[config.mk]
export PLATFORM = sky130hd
export DESIGN_NAME = vga_flash_responder
export DESIGN_NICKNAME = d
export VERILOG_FILES = /design/src/rtl/vga_flash_pkg.sv /design/src/rtl/flash_wait_counter.sv /design/src/rtl/vga_flash_responder.sv
export SDC_FILE = /design/constraint.sdc
export NUM_CORES = 1
export LEC_CHECK = 0
export ABC_AREA = 1
export CAP_MARGIN = 30
export CORE_MARGIN = 1.5
export CORE_UTILIZATION = 38
export CTS_CLUSTER_SIZE = 40
export DETAILED_ROUTE_END_ITERATION = 6
export PLACE_DENSITY = 0.86
export SLEW_MARGIN = 10
export SYNTH_ARGS = -nofsm -noshare
export SYNTH_HDL_FRONTEND = slang
export SYNTH_HIERARCHICAL = 1
export SYNTH_SLANG_ARGS = --single-unit
[constraint.sdc]
create_clock -name clk -period 2.5 [get_ports clk]
set_input_delay 0.625 -clock clk [delete_from_list [all_inputs] [get_ports clk]]
set_output_delay 0.625 -clock clk [all_outputs]
set_load 0.03 [all_outputs]
[src/rtl/vga_flash_pkg.sv]
// Shared types and constants for the VGA-side flash read responder.
// FLASH_READ_ARRAY_CMD_EN adds a one-shot Read Array command after power-up.
package vga_flash_pkg;

  localparam int DEF_ADDR_W = 23;
  localparam int DEF_DATA_W = 16;
  localparam logic [15:0] FLASH_CMD_READ_ARRAY = 16'h00FF;

  typedef enum logic [2:0] {
    ST_POWERUP,
`ifdef FLASH_READ_ARRAY_CMD_EN
    ST_CMD,
    ST_CMD_REC,
`endif
    ST_IDLE,
    ST_SETUP,
    ST_WAIT,
    ST_RESP,
    ST_GAP
  } state_t;

  function automatic int max4(input int a, input int b, input int c, input int d);
    int m;
    m = a;
    if (b > m) m = b;
    if (c > m) m = c;
    if (d > m) m = d;
    return m;
  endfunction

endpackage

[src/rtl/flash_wait_counter.sv]
// Loadable down-counter that stops at zero; done flags the last cycle of a timed state.
module flash_wait_counter #(
  parameter int W = 4
) (
  input  logic         clk,
  input  logic         i_load,
  input  logic [W-1:0] i_val,
  output logic         o_done
);

  logic [W-1:0] r_cnt;

  always_ff @(posedge clk) begin
    if (i_load)             r_cnt <= i_val;
    else if (r_cnt != '0)   r_cnt <= r_cnt - 1'b1;
  end

  assign o_done = (r_cnt == '0);

endmodule

[src/rtl/vga_flash_responder.sv]
// Serves VGA loader word reads with single asynchronous NOR flash read cycles.
// FLASH_READ_ARRAY_CMD_EN enables the post-power-up Read Array command write.
module vga_flash_responder
  import vga_flash_pkg::*;
#(
  parameter int ADDR_W      = DEF_ADDR_W,
  parameter int DATA_W      = DEF_DATA_W,
  parameter int WAIT_CYCLES = 6,
  parameter int HOLD_CYCLES = 3,
  parameter int PWR_CYCLES  = 8,
  parameter int CMD_CYCLES  = 4
) (
  input  logic              clk,
  input  logic              rst,
  input  logic              vga_re,
  input  logic [ADDR_W-1:0] vga_addr,
  output logic [DATA_W-1:0] vga_data,
  output logic              vga_success,
  output logic              busy,
  output logic [ADDR_W-1:0] flash_a,
  inout  wire  [DATA_W-1:0] flash_d,
  output logic              flash_ce_n,
  output logic              flash_oe_n,
  output logic              flash_we_n,
  output logic              flash_byte_n,
  output logic              flash_rp_n,
  output logic              flash_vpen
);

  localparam int CNT_MAX = max4(WAIT_CYCLES, HOLD_CYCLES, PWR_CYCLES, CMD_CYCLES);
  localparam int CNT_W   = $clog2(CNT_MAX + 1);

  state_t             r_state, w_nxt;
  logic               w_load;
  logic [CNT_W-1:0]   w_load_val;
  logic               w_done;
  logic               w_ce;

  logic [DATA_W-1:0]  r_data;
  logic               r_success;
  logic               r_busy;
  logic [ADDR_W-1:0]  r_flash_a;
  logic               r_ce_n;
  logic               r_oe_n;
  logic               r_rp_n;

  flash_wait_counter #(.W(CNT_W)) u_cnt (
    .clk    (clk),
    .i_load (w_load),
    .i_val  (w_load_val),
    .o_done (w_done)
  );

  always_ff @(posedge clk) begin
    if (rst) r_state <= ST_POWERUP;
    else     r_state <= w_nxt;
  end

  // Counter reloads on entry to each timed state; reset preloads the power-up wait
  // with the full count so busy stays high for PWR_CYCLES after release.
  always_comb begin
    w_nxt      = r_state;
    w_load     = 1'b0;
    w_load_val = '0;
    if (rst) begin
      w_load     = 1'b1;
      w_load_val = CNT_W'(PWR_CYCLES);
    end else begin
      case (r_state)
        ST_POWERUP: if (w_done) begin
`ifdef FLASH_READ_ARRAY_CMD_EN
          w_nxt      = ST_CMD;
          w_load     = 1'b1;
          w_load_val = CNT_W'(CMD_CYCLES - 1);
`else
          w_nxt      = ST_IDLE;
`endif
        end
`ifdef FLASH_READ_ARRAY_CMD_EN
        ST_CMD:     if (w_done) w_nxt = ST_CMD_REC;
        ST_CMD_REC: w_nxt = ST_IDLE;
`endif
        ST_IDLE:    if (vga_re) w_nxt = ST_SETUP;
        ST_SETUP: begin
          w_nxt      = ST_WAIT;
          w_load     = 1'b1;
          w_load_val = CNT_W'(WAIT_CYCLES - 1);
        end
        ST_WAIT: if (w_done) begin
          w_nxt      = ST_RESP;
          w_load     = 1'b1;
          w_load_val = CNT_W'(HOLD_CYCLES - 1);
        end
        ST_RESP:    if (w_done) w_nxt = ST_GAP;
        ST_GAP:     w_nxt = ST_IDLE;
        default:    w_nxt = ST_IDLE;
      endcase
    end
    w_ce = (w_nxt == ST_SETUP) || (w_nxt == ST_WAIT);
`ifdef FLASH_READ_ARRAY_CMD_EN
    if (w_nxt == ST_CMD) w_ce = 1'b1;
`endif
  end

  // Outputs are registered from the next state so pins track the state occupied.
  always_ff @(posedge clk) begin
    if (rst) begin
      r_data    <= '0;
      r_success <= 1'b0;
      r_busy    <= 1'b0;
      r_flash_a <= '0;
      r_ce_n    <= 1'b1;
      r_oe_n    <= 1'b1;
      r_rp_n    <= 1'b0;
    end else begin
      r_busy    <= (w_nxt != ST_IDLE);
      r_rp_n    <= 1'b1;
      r_ce_n    <= !w_ce;
      r_oe_n    <= (w_nxt != ST_WAIT);
      r_success <= (w_nxt == ST_RESP);
      if (r_state == ST_IDLE && vga_re)
        r_flash_a <= vga_addr & ~ADDR_W'(1);
      if (r_state == ST_WAIT && w_done)
        r_data <= flash_d;
`ifdef FLASH_READ_ARRAY_CMD_EN
      if (w_nxt == ST_CMD)
        r_flash_a <= '0;
`endif
    end
  end

`ifdef FLASH_READ_ARRAY_CMD_EN
  logic r_we_n;
  logic r_d_oe;

  always_ff @(posedge clk) begin
    if (rst) begin
      r_we_n <= 1'b1;
      r_d_oe <= 1'b0;
    end else begin
      r_we_n <= (w_nxt != ST_CMD);
      r_d_oe <= (w_nxt == ST_CMD);
    end
  end

  assign flash_we_n = r_we_n;
  assign flash_d    = r_d_oe ? DATA_W'(FLASH_CMD_READ_ARRAY) : {DATA_W{1'bz}};
`else
  assign flash_we_n = 1'b1;
  assign flash_d    = {DATA_W{1'bz}};
`endif

  assign vga_data     = r_data;
  assign vga_success  = r_success;
  assign busy         = r_busy;
  assign flash_a      = r_flash_a;
  assign flash_ce_n   = r_ce_n;
  assign flash_oe_n   = r_oe_n;
  assign flash_rp_n   = r_rp_n;
  assign flash_byte_n = 1'b1;
  assign flash_vpen   = 1'b0;

endmodule

==> metrics.md <==
| Metric | Value |
|---|---|
| Fill count | 393 |
| Critical path class | reg2out |
| R2R depth | 9 |
| Final WS setup | 234 ps |
| Achievable Freq | 441 MHz |
| Register area | 741 µm² |
| Comb power frac | 41.5% |
| Minimum clock period | 2270 ps |
| Total Routed Length | 3170 µm |
| Synth cell types | 22 |
| Total CTS buffers | 5 |
| CTS max path bufs | 2 |
| WHS Path Cells | 2 |
| Largest net degree at the start of global routing | 28 |
| Via/cell ratio | 4.30 |
| H-tree levels | 2 |
| Fin. max-slew vios | 0 |
| Routed wire per std cell | 10.1 µm |
| Worst path slowest cell | clkdlybuf4s50_1 |
| Number of global-route vias before repair | 1186 |
| Flop pwr share | 38.4% |
| #FFs+latches synth | 35 |
| Status | finished, final reports clean |
| Critical path peak fanout | 17 |
| Synth Flop Type | dfxtp_1 |
| Post-synthesis instance area | 1620 µm² |
| Initial antenna violation count | 0 |
| Antenna cells | 0 |
| Clk_skew | 11.3 ps |
| Post-synth EDFFs | 4 |
| First-pass DRT Iterations | 4 |
| CP Cell Sequence | clkdlybuf4s50_1 |
| Synth async-reset ratio | 0% |
| Top cells by area, synth | dfxtp_1, buf_4, nor2_1, o21ai_0, edfxtp_1 |
| Endpoints failing setup | 0 |
| Crit. Startpoint | vga_data[0]$_SDFFE_PP0P_ |
| Cell taking the most area after synthesis | dfxtp_1 |
| DP Wirelength | 2370 µm |
| Starting utilization of the core area | 39.9% |
| Static leakage | 0.944 nW |
| Final period util | 90.6% |
| Final GP Congestion | 0.813 |
| Fraction of layout cells with a size suffix above 1 | 6.04% |
| Hold WC Path Type | reg2reg |
| Post CTS Setup Buffer Count | 0 |
| Worst path buffer plus inverter count | 1 |
| Worst r2r src | u_cnt/r_cnt[0]$_DFFE_PP_ |
| Fin nets | 291 |
| Post-synth top area share | 38.3% |
| Synth warn | 6 |
| Post-synth top cells | nor2_1, buf_4, dfxtp_1 |
| RSZ-0062 raised after global routing | no |
| Setup_tns | 0 ps |
| Startpoint types | flop |
| Int Pwr | 0.00126 W |
| Sw Pwr | 0.000787 W |
| Final hold violation count | 0 |
| Post-route insts no fill | 315 |
| Multi-input logic area | 592 µm² |
| Net Sw Frac | 38.4% |
| Total track usage | 14.3% |
| Later-pin clock latency in the skew report | 280 ps |
| Number of placed instances, taps included | 307 |
| Clock power frac | 20.1% |
| Die area | 4660 µm² |
| CP required | 1880 ps |
| Critical Path AT | 1640 ps |
| PostCTS Resize Cnt | 0 |
| Worst vdd ir | 0.000417 V |
| Antenna-violating nets left | 0 |
| Top-count cell post-synth | nor2_1 |
| Hold Crit Start | flash_a[10]$_SDFFE_PP0P_ |
| R2r setup slk | 590 ps |
| Via count | 1355 |
| Hold Buf Count CTS | 0 |
| # DRC | 0 |
| Power Density | 920 nW/µm² |
| Sequential share of the synthesized area | 45.7% |
| Endpoint class of the critical path | primary output |
| PortBufs | 67 |
| IO Pins | 89 |
| Chip height | 68.3 µm |
| Die width | 68.3 µm |
| Mapped Avg Cell Area | 7.71 µm² |
| CTS sink cnt | 35 |
| CTS tree | yes |
| Total gr overflow | 0 |
| First-pass GRT wire length | 4850 µm |
| Cell count after synthesis | 210 |
| DRT iter0 DRCs | 53 |
| Layout area overhead | 37.7% |
| Dpl ws | 401 ps |
| Core area | 4060 µm² |
| Max-cap violation count | 0 |
| CTS root buf | clkbuf_8 |
| R2r endpoint | u_cnt/r_cnt[3]$_DFFE_PP_ |
| Clk slew on worst S/H paths | 70 ps |
| Core Rows | 23 |
| CP top delay family | buffers and inverters |
| Worst Hold Endpoint | flash_a[10]$_SDFFE_PP0P_ |
| CP peak stage delay | 760 ps |
worst max-delay path by stage:
| stage | slack, ps | to | cells after the start |
|---|---|---|---|
| after CTS | 180 | vga_data[0] | 1 |
| after global placement | 450 | flash_a[6]$_SDFFE_PP0P_ | 7 |
| after detailed placement | 400 | flash_a[18]$_SDFFE_PP0P_ | 7 |
| after global routing | 80 | vga_data[13] | 1 |
| after floorplan | 730 | u_cnt/r_cnt[0]$_DFFE_PP_ | 8 |
| final | 230 | vga_data[0] | 1 |
layout by cell type (no fill, tap or decap), drive strengths merged:
master          n
clkdlybuf4s50  67
nor2           57
dfxtp          31
o21ai          27
nand2          26
conb           20
inv            12
clkbuf          7
nand3           4
edfxtp          4
buf             3
clkinv          2
nor3            2
a21oi           1
xnor2           1
ha              1
power groups by stage:
stage          clock network, W  registers, W  logic (W)
2_1_floorplan                 0      0.000964   0.000427
3_3_place_gp                  0      0.000791   0.000835
3_5_place_dp                  0      0.000800   0.000855
4_1_cts                0.000433      0.000788   0.000860
5_1_grt                0.000447      0.000802   0.000936
6_report               0.000413      0.000787   0.000851
area by class of cell:
| class | count | area share [%] |
|---|---|---|
| multi-input cells | 139 | 26.5 |
| clock inverters | 1 | 0.224 |
| repair buffers | 70 | 31.1 |
| clock buffers | 7 | 3.87 |
| flip-flops and latches | 35 | 33.2 |
| inverters | 13 | 2.24 |
| well taps | 50 | 2.81 |
cells by family (layout without fill, tap and decap cells):
logic type               count (synthesis)  count (layout)  synth area share [%]
AO/OA/AOI/OAI                           28              28                  8.89
XOR/XNOR                                 1               1                 0.541
adder cells (fa/ha/maj)                  1               1                 0.773
buffers and inverters                   54              91                  21.9
flip-flops                              35              35                  45.8
other                                    2              20                 0.464
AND/OR/NAND/NOR                         89              89                  21.7
worst min-delay path, stage by stage (launching register included):
cell and delay, ps:
dfxtp_1 320, nor2_1 50, nor2_1 80
layer usage:
metal	global-route usage, %	share of wire, %
met3	6.91	9.2
met1	13.5	39
met4	6.75	1.1
met2	25.7	51
met5	0	0
through the flow:
stage | area (µm²) | hold slack (ps) | util (%) | total power, W
2_1_floorplan | 1690 | 519 | - | 0.00139
3_3_place_gp | 2140 | 460 | 52.7 | 0.00163
3_5_place_dp | 2140 | 474 | 52.7 | 0.00166
4_1_cts | 2230 | 487 | 54.9 | 0.00208
5_1_grt | 2230 | 507 | 54.9 | 0.00219
6_report | 2230 | 483 | 54.9 | 0.00205
state kept, by name (all words and copies together), names as in the netlist:
| signal | flops |
|---|---|
| vga_success | 1 |
| flash_rp_n | 1 |
| busy | 1 |
| vga_data | 1 |
| r_state | 3 |
| flash_oe_n | 1 |
| u_cnt/r_cnt | 4 |
| flash_a | 22 |
| flash_ce_n | 1 |
Note: power is estimated with default switching activity, not from simulation.
==> edit 1, RTL diff (config.mk and constraints unchanged) <==
The output `vga_success` loses its register stage (`r_success` becomes a continuous assignment).
--- a/src/rtl/vga_flash_responder.sv
+++ b/src/rtl/vga_flash_responder.sv
@@ -107,5 +107,4 @@
     if (rst) begin
       r_data    <= '0;
-      r_success <= 1'b0;
       r_busy    <= 1'b0;
       r_flash_a <= '0;
@@ -118,5 +117,4 @@
       r_ce_n    <= !w_ce;
       r_oe_n    <= (w_nxt != ST_WAIT);
-      r_success <= (w_nxt == ST_RESP);
       if (r_state == ST_IDLE && vga_re)
         r_flash_a <= vga_addr & ~ADDR_W'(1);
@@ -129,4 +127,6 @@
     end
   end
+
+  assign r_success = (w_nxt == ST_RESP);
 
 `ifdef FLASH_READ_ARRAY_CMD_EN
Function: same outputs for any inputs over 10 cycles, from zero or initial values and one cycle with rst high; that may be too few to reach the edited logic, so the function may still have changed.
==> edit 1 against the original RTL <==
Wire length up 9.6%; sequential cell count down 1; critical path depth up 9; area after synthesis up 0.15%; hold slack better by 0.0018 ns; total power up 4.9%; final area up 4.8%; worst setup slack worse by 0.18 ns; highest routed layer unchanged.
==> edit 1: results (changes against the original RTL) <==
Global route
  – Total GRT Usage: 15.6% (+1.3 points)
  – Largest net degree at the start of global routing: 24 (-14%)
  – Met2 usage: 28.0% (+2.3 points)
  – M3 GR Usage: 5.92% (-0.99 points)
  – Vias in the first global route: 1234 (+4.0%)
  – First-pass GRT wire length: 5.36 mm (+11%)

Logic synthesis
  – Dominant cells by area after synthesis: dfxtp_1 (37%), buf_4 (16%), nor2_1 (12%)
  – Post-synthesis cell count: 211 (+0.48%)
  – XOR/XNOR Fraction of Synth Area: 0.540% (-0.00083 points)
  – Sequential share of the synthesized area: 44.4% (-1.3 points)
  – Synth Area in Adders: 0.772% (-0.0012 points)
  – Top post-synthesis cells by count: nor2_1 (53), buf_4 (35), dfxtp_1 (30), nand2_1 (21), o21ai_1 (20)
  – Distinct cells, synth: 23 (+4.5%)

Placement
  – Post-DP HPWL: 2.44 mm (+2.7%)
  – RD Place Congestion: 0.914 (+13%)
  – Cells after DPL: 309 (+0.65%)

Power
  – Worst vdd ir: 0.568 mV (+36%)
  – Leakage: 0.000987 uW (+4.5%)

Run status
  – Status: complete, no violations

Critical path
  – Worst Path Arrival: 1.82 ns (+0.18 ns)

Detailed routing
  – DRT iter0 DRCs: 57 (+7.5%)
  – Wire per inst: 10.7 um (+6.5%)
  – Via-per-instance ratio: 4.37 (+1.7%)

Finish
  – Share of cells above drive strength 1: 15.0% (+8.9 points)
  – Filler cells: 384 (-2.3%)

Clock tree
  – Post-CTS Setup Inserts: 7 (+7)
  – CTS resizes: 13 (+13)

STA
  – Setup skew after layout: 0.00352 ns (-0.00778 ns)
-- edit 1: final cells by class --
cell class / count / area [sq um] / area share (%)
clock buffers: 5 / 68.8 / 2.95
multi-input cells: 137 / 649 / 27.8
repair buffers: 79 / 758 / 32.5
flip-flops and latches: 34 / 721 / 30.9
inverters: 16 / 60.1 / 2.57
well taps: 50 / 62.6 / 2.68
clock inverters: 3 / 16.3 / 0.696
-- edit 1: power breakdown --
part	internal (uW)	leakage, uW	switching (uW)
clock	190	0.0000416	188
combinational	418	0.000656	565
sequential	702	0.000289	89.0
total	1310	0.000987	842
-- edit 1: through the flow --
step / setup TNS [ns] / total power (uW) / cell area, sq um / worst slack (ns) / utilization (%)
floorplan: 0 / 1350 / 1690 / 0.124 / -
global placement: 0 / 1600 / 2140 / 0.0531 / 52.8
detailed placement: 0 / 1630 / 2140 / 0.0506 / 52.8
CTS: 0 / 2130 / 2310 / 0.00211 / 57.0
global route: -0.0516 / 2290 / 2340 / -0.0516 / 57.6
finish: 0 / 2150 / 2340 / 0.0589 / 57.6
-- edit 1: worst paths after layout --
kind                                 start                  endpoint  slack, ns  cells past startpoint
hold reg to reg    flash_a[4]$_SDFFE_PP0P_   flash_a[4]$_SDFFE_PP0P_       0.48                      2
hold / removal     flash_a[4]$_SDFFE_PP0P_   flash_a[4]$_SDFFE_PP0P_       0.48                      2
setup / recovery                    vga_re               vga_success       0.06                     10
setup reg to reg  u_cnt/r_cnt[1]$_DFFE_PP_  u_cnt/r_cnt[2]$_DFFE_PP_       0.48                      8
-- edit 1: layer usage --
layer  part of all wire (%)  vias up  wire, um
li1                       -      729         -
met3                    8.3        2       288
met5                      0        -         0
met2                     52       60      1820
met4                   0.98        0        34
met1                     38      626      1330
==> edit 2, RTL diff (same settings) <==
Without the edit above. Set the parameter `HOLD_CYCLES` to 2 (it was 3).
--- a/src/rtl/vga_flash_responder.sv
+++ b/src/rtl/vga_flash_responder.sv
@@ -7,5 +7,5 @@
   parameter int DATA_W      = DEF_DATA_W,
   parameter int WAIT_CYCLES = 6,
-  parameter int HOLD_CYCLES = 3,
+  parameter int HOLD_CYCLES = 2,
   parameter int PWR_CYCLES  = 8,
   parameter int CMD_CYCLES  = 4
Behaviour: same outputs for any inputs over 10 cycles, from zero or initial values and one cycle with rst high; that may be too few to reach the edited logic, so the function may still have changed.
==> edit 2 against the original RTL <==
Count of clock-buffer cells in the layout fell by 1; final area rose by 1.5%; sequential cell count is the same; global-route usage down 0.19 points; clock power increased by 44%; area after synthesis did not move; hold slack about the same; cell count fell by 0.63%; fmax increased by 0.36%; utilization increased by 0.80 points; worst setup slack better by 0.0081 ns; total power grew 8.6%; wire length decreased by 1.2%.
==> edit 2: results (changes against the original RTL) <==
Run status
  – Status: complete, no violations

Detailed routing
  – Met2 Wirelength: 1.56 mm (-3.7%)
  – DRT iter0 DRCs: 67 (+26%)
  – Top layer in use: met4
  – Final WL: 3.13 mm (-1.2%)
  – Met1 wire length: 1.27 mm (+3.5%)
  – Drt first pass iters: 4 (unchanged)
  – Via-per-instance ratio: 4.30 (about the same)
  – Met3 Wirelength: 265 um (-9.2%)
  – Wire per inst: 10.0 um (-0.54%)

Critical path
  – R2R Setup Slk: 0.41 ns (-0.18 ns)
  – Number of cells on the worst reg-to-reg path: 8 (-1)
  – Worst path slowest cell: clkdlybuf4s50_1

Clock tree
  – Worst-skew pair later-pin latency: 0.28 ns (about the same)
  – CTS resizes: 0 (unchanged)

Power
  – Power in the clock group: 595 uW (+44%)
  – Leakage: 0.000954 uW (+0.98%)
  – Comb power: 836 uW (-2%)
  – Worst vdd ir: 0.438 mV (+5.2%)

Logic synthesis
  – Dominant cells by area after synthesis: dfxtp_1 (38%), buf_4 (16%), nor2_1 (12%)
  – YS warnings: 6 (unchanged)
  – Top post-synthesis cells by count: nor2_1 (50), buf_4 (35), dfxtp_1 (31), o21ai_0 (24), nand2_1 (21)
  – Distinct cells, synth: 23 (+4.5%)

Finish
  – Share of cells above drive strength 1: 5.32% (-0.71 points)
  – Final nets: 289 (-0.69%)
  – Filler cells: 373 (-5.1%)

Global route
  – Largest net degree at the start of global routing: 30 (+7.1%)
  – Total GRT Usage: 14.1% (-0.19 points)
  – Initial antenna violation count: 0 (unchanged)
  – Vias in the first global route: 1135 (-4.3%)

Placement
  – Setup WS pre-CTS: 0.442 ns (+0.0410 ns)
  – Cells after DPL: 305 (-0.65%)
  – RD Place Congestion: 0.817 (+0.48%)
  – Area after DPL: 2130 sq um (-0.41%)
  – Post-DP HPWL: 2.27 mm (-4.3%)

Worst hold path
  – Hold wc startpoint: flash_a[21]$_SDFFE_PP0P_

STA
  – Setup skew after layout: 0.00783 ns (-0.00347 ns)
  – Fmax: 0.443 GHz (+0.36%)
## edit 2: cell types whose count changed after synthesis, moves of 2 or more
cell / change
nand3_1: +3
nand2_2: +2
inv_1: +4
nand2_1: -4
nand4_1: +2
nor2_1: -6
clkbuf_2: +2
## edit 2: worst min-delay path by stage
stage / depth (start not counted) / to / slack (ns)
2_1_floorplan: 3 / flash_oe_n$_SDFF_PP1_ / 0.56
3_3_place_gp: 2 / flash_a[3]$_SDFFE_PP0P_ / 0.46
3_5_place_dp: 2 / flash_a[21]$_SDFFE_PP0P_ / 0.47
4_1_cts: 2 / flash_a[7]$_SDFFE_PP0P_ / 0.49
5_1_grt: 2 / flash_a[8]$_SDFFE_PP0P_ / 0.51
6_report: 2 / flash_a[21]$_SDFFE_PP0P_ / 0.48
## edit 2: kinds of logic (layout without fill, tap and decap cells)
group | Yosys count | count (layout) | synth area share (%)
xor+xnor | 1 | 1 | 0.541
fa+ha+maj | 1 | 1 | 0.773
other cells | 2 | 21 | 0.464
flops | 35 | 35 | 45.8
simple gates | 84 | 84 | 20.9
compound gates | 28 | 28 | 8.81
buf+inv | 58 | 93 | 22.8
## edit 2: layout make-up
class / count / area share, %
clock buffer: 6 / 3.21
clock inverter: 2 / 2.65
tap: 50 / 2.77
timing repair buffer: 69 / 30.3
sequential: 35 / 32.7
inverter: 16 / 2.65
multi-input combinational: 135 / 25.7
## edit 2: per-stage QoR
stage	utilization [%]	power (uW)	hold slack, ns
global placement	52.5	1630	0.461
global route	55.8	2370	0.512
CTS	55.8	2250	0.489
floorplan	-	1400	0.563
detailed placement	52.5	1650	0.473
finish	55.8	2230	0.483
## edit 2: per-layer routing
metal | GRT usage (%) | up-vias
met3 | 6.25 | 5
li1 | - | 701
met1 | 15.3 | 591
met2 | 24.2 | 50
met5 | 0 | -
met4 | 5.25 | 0
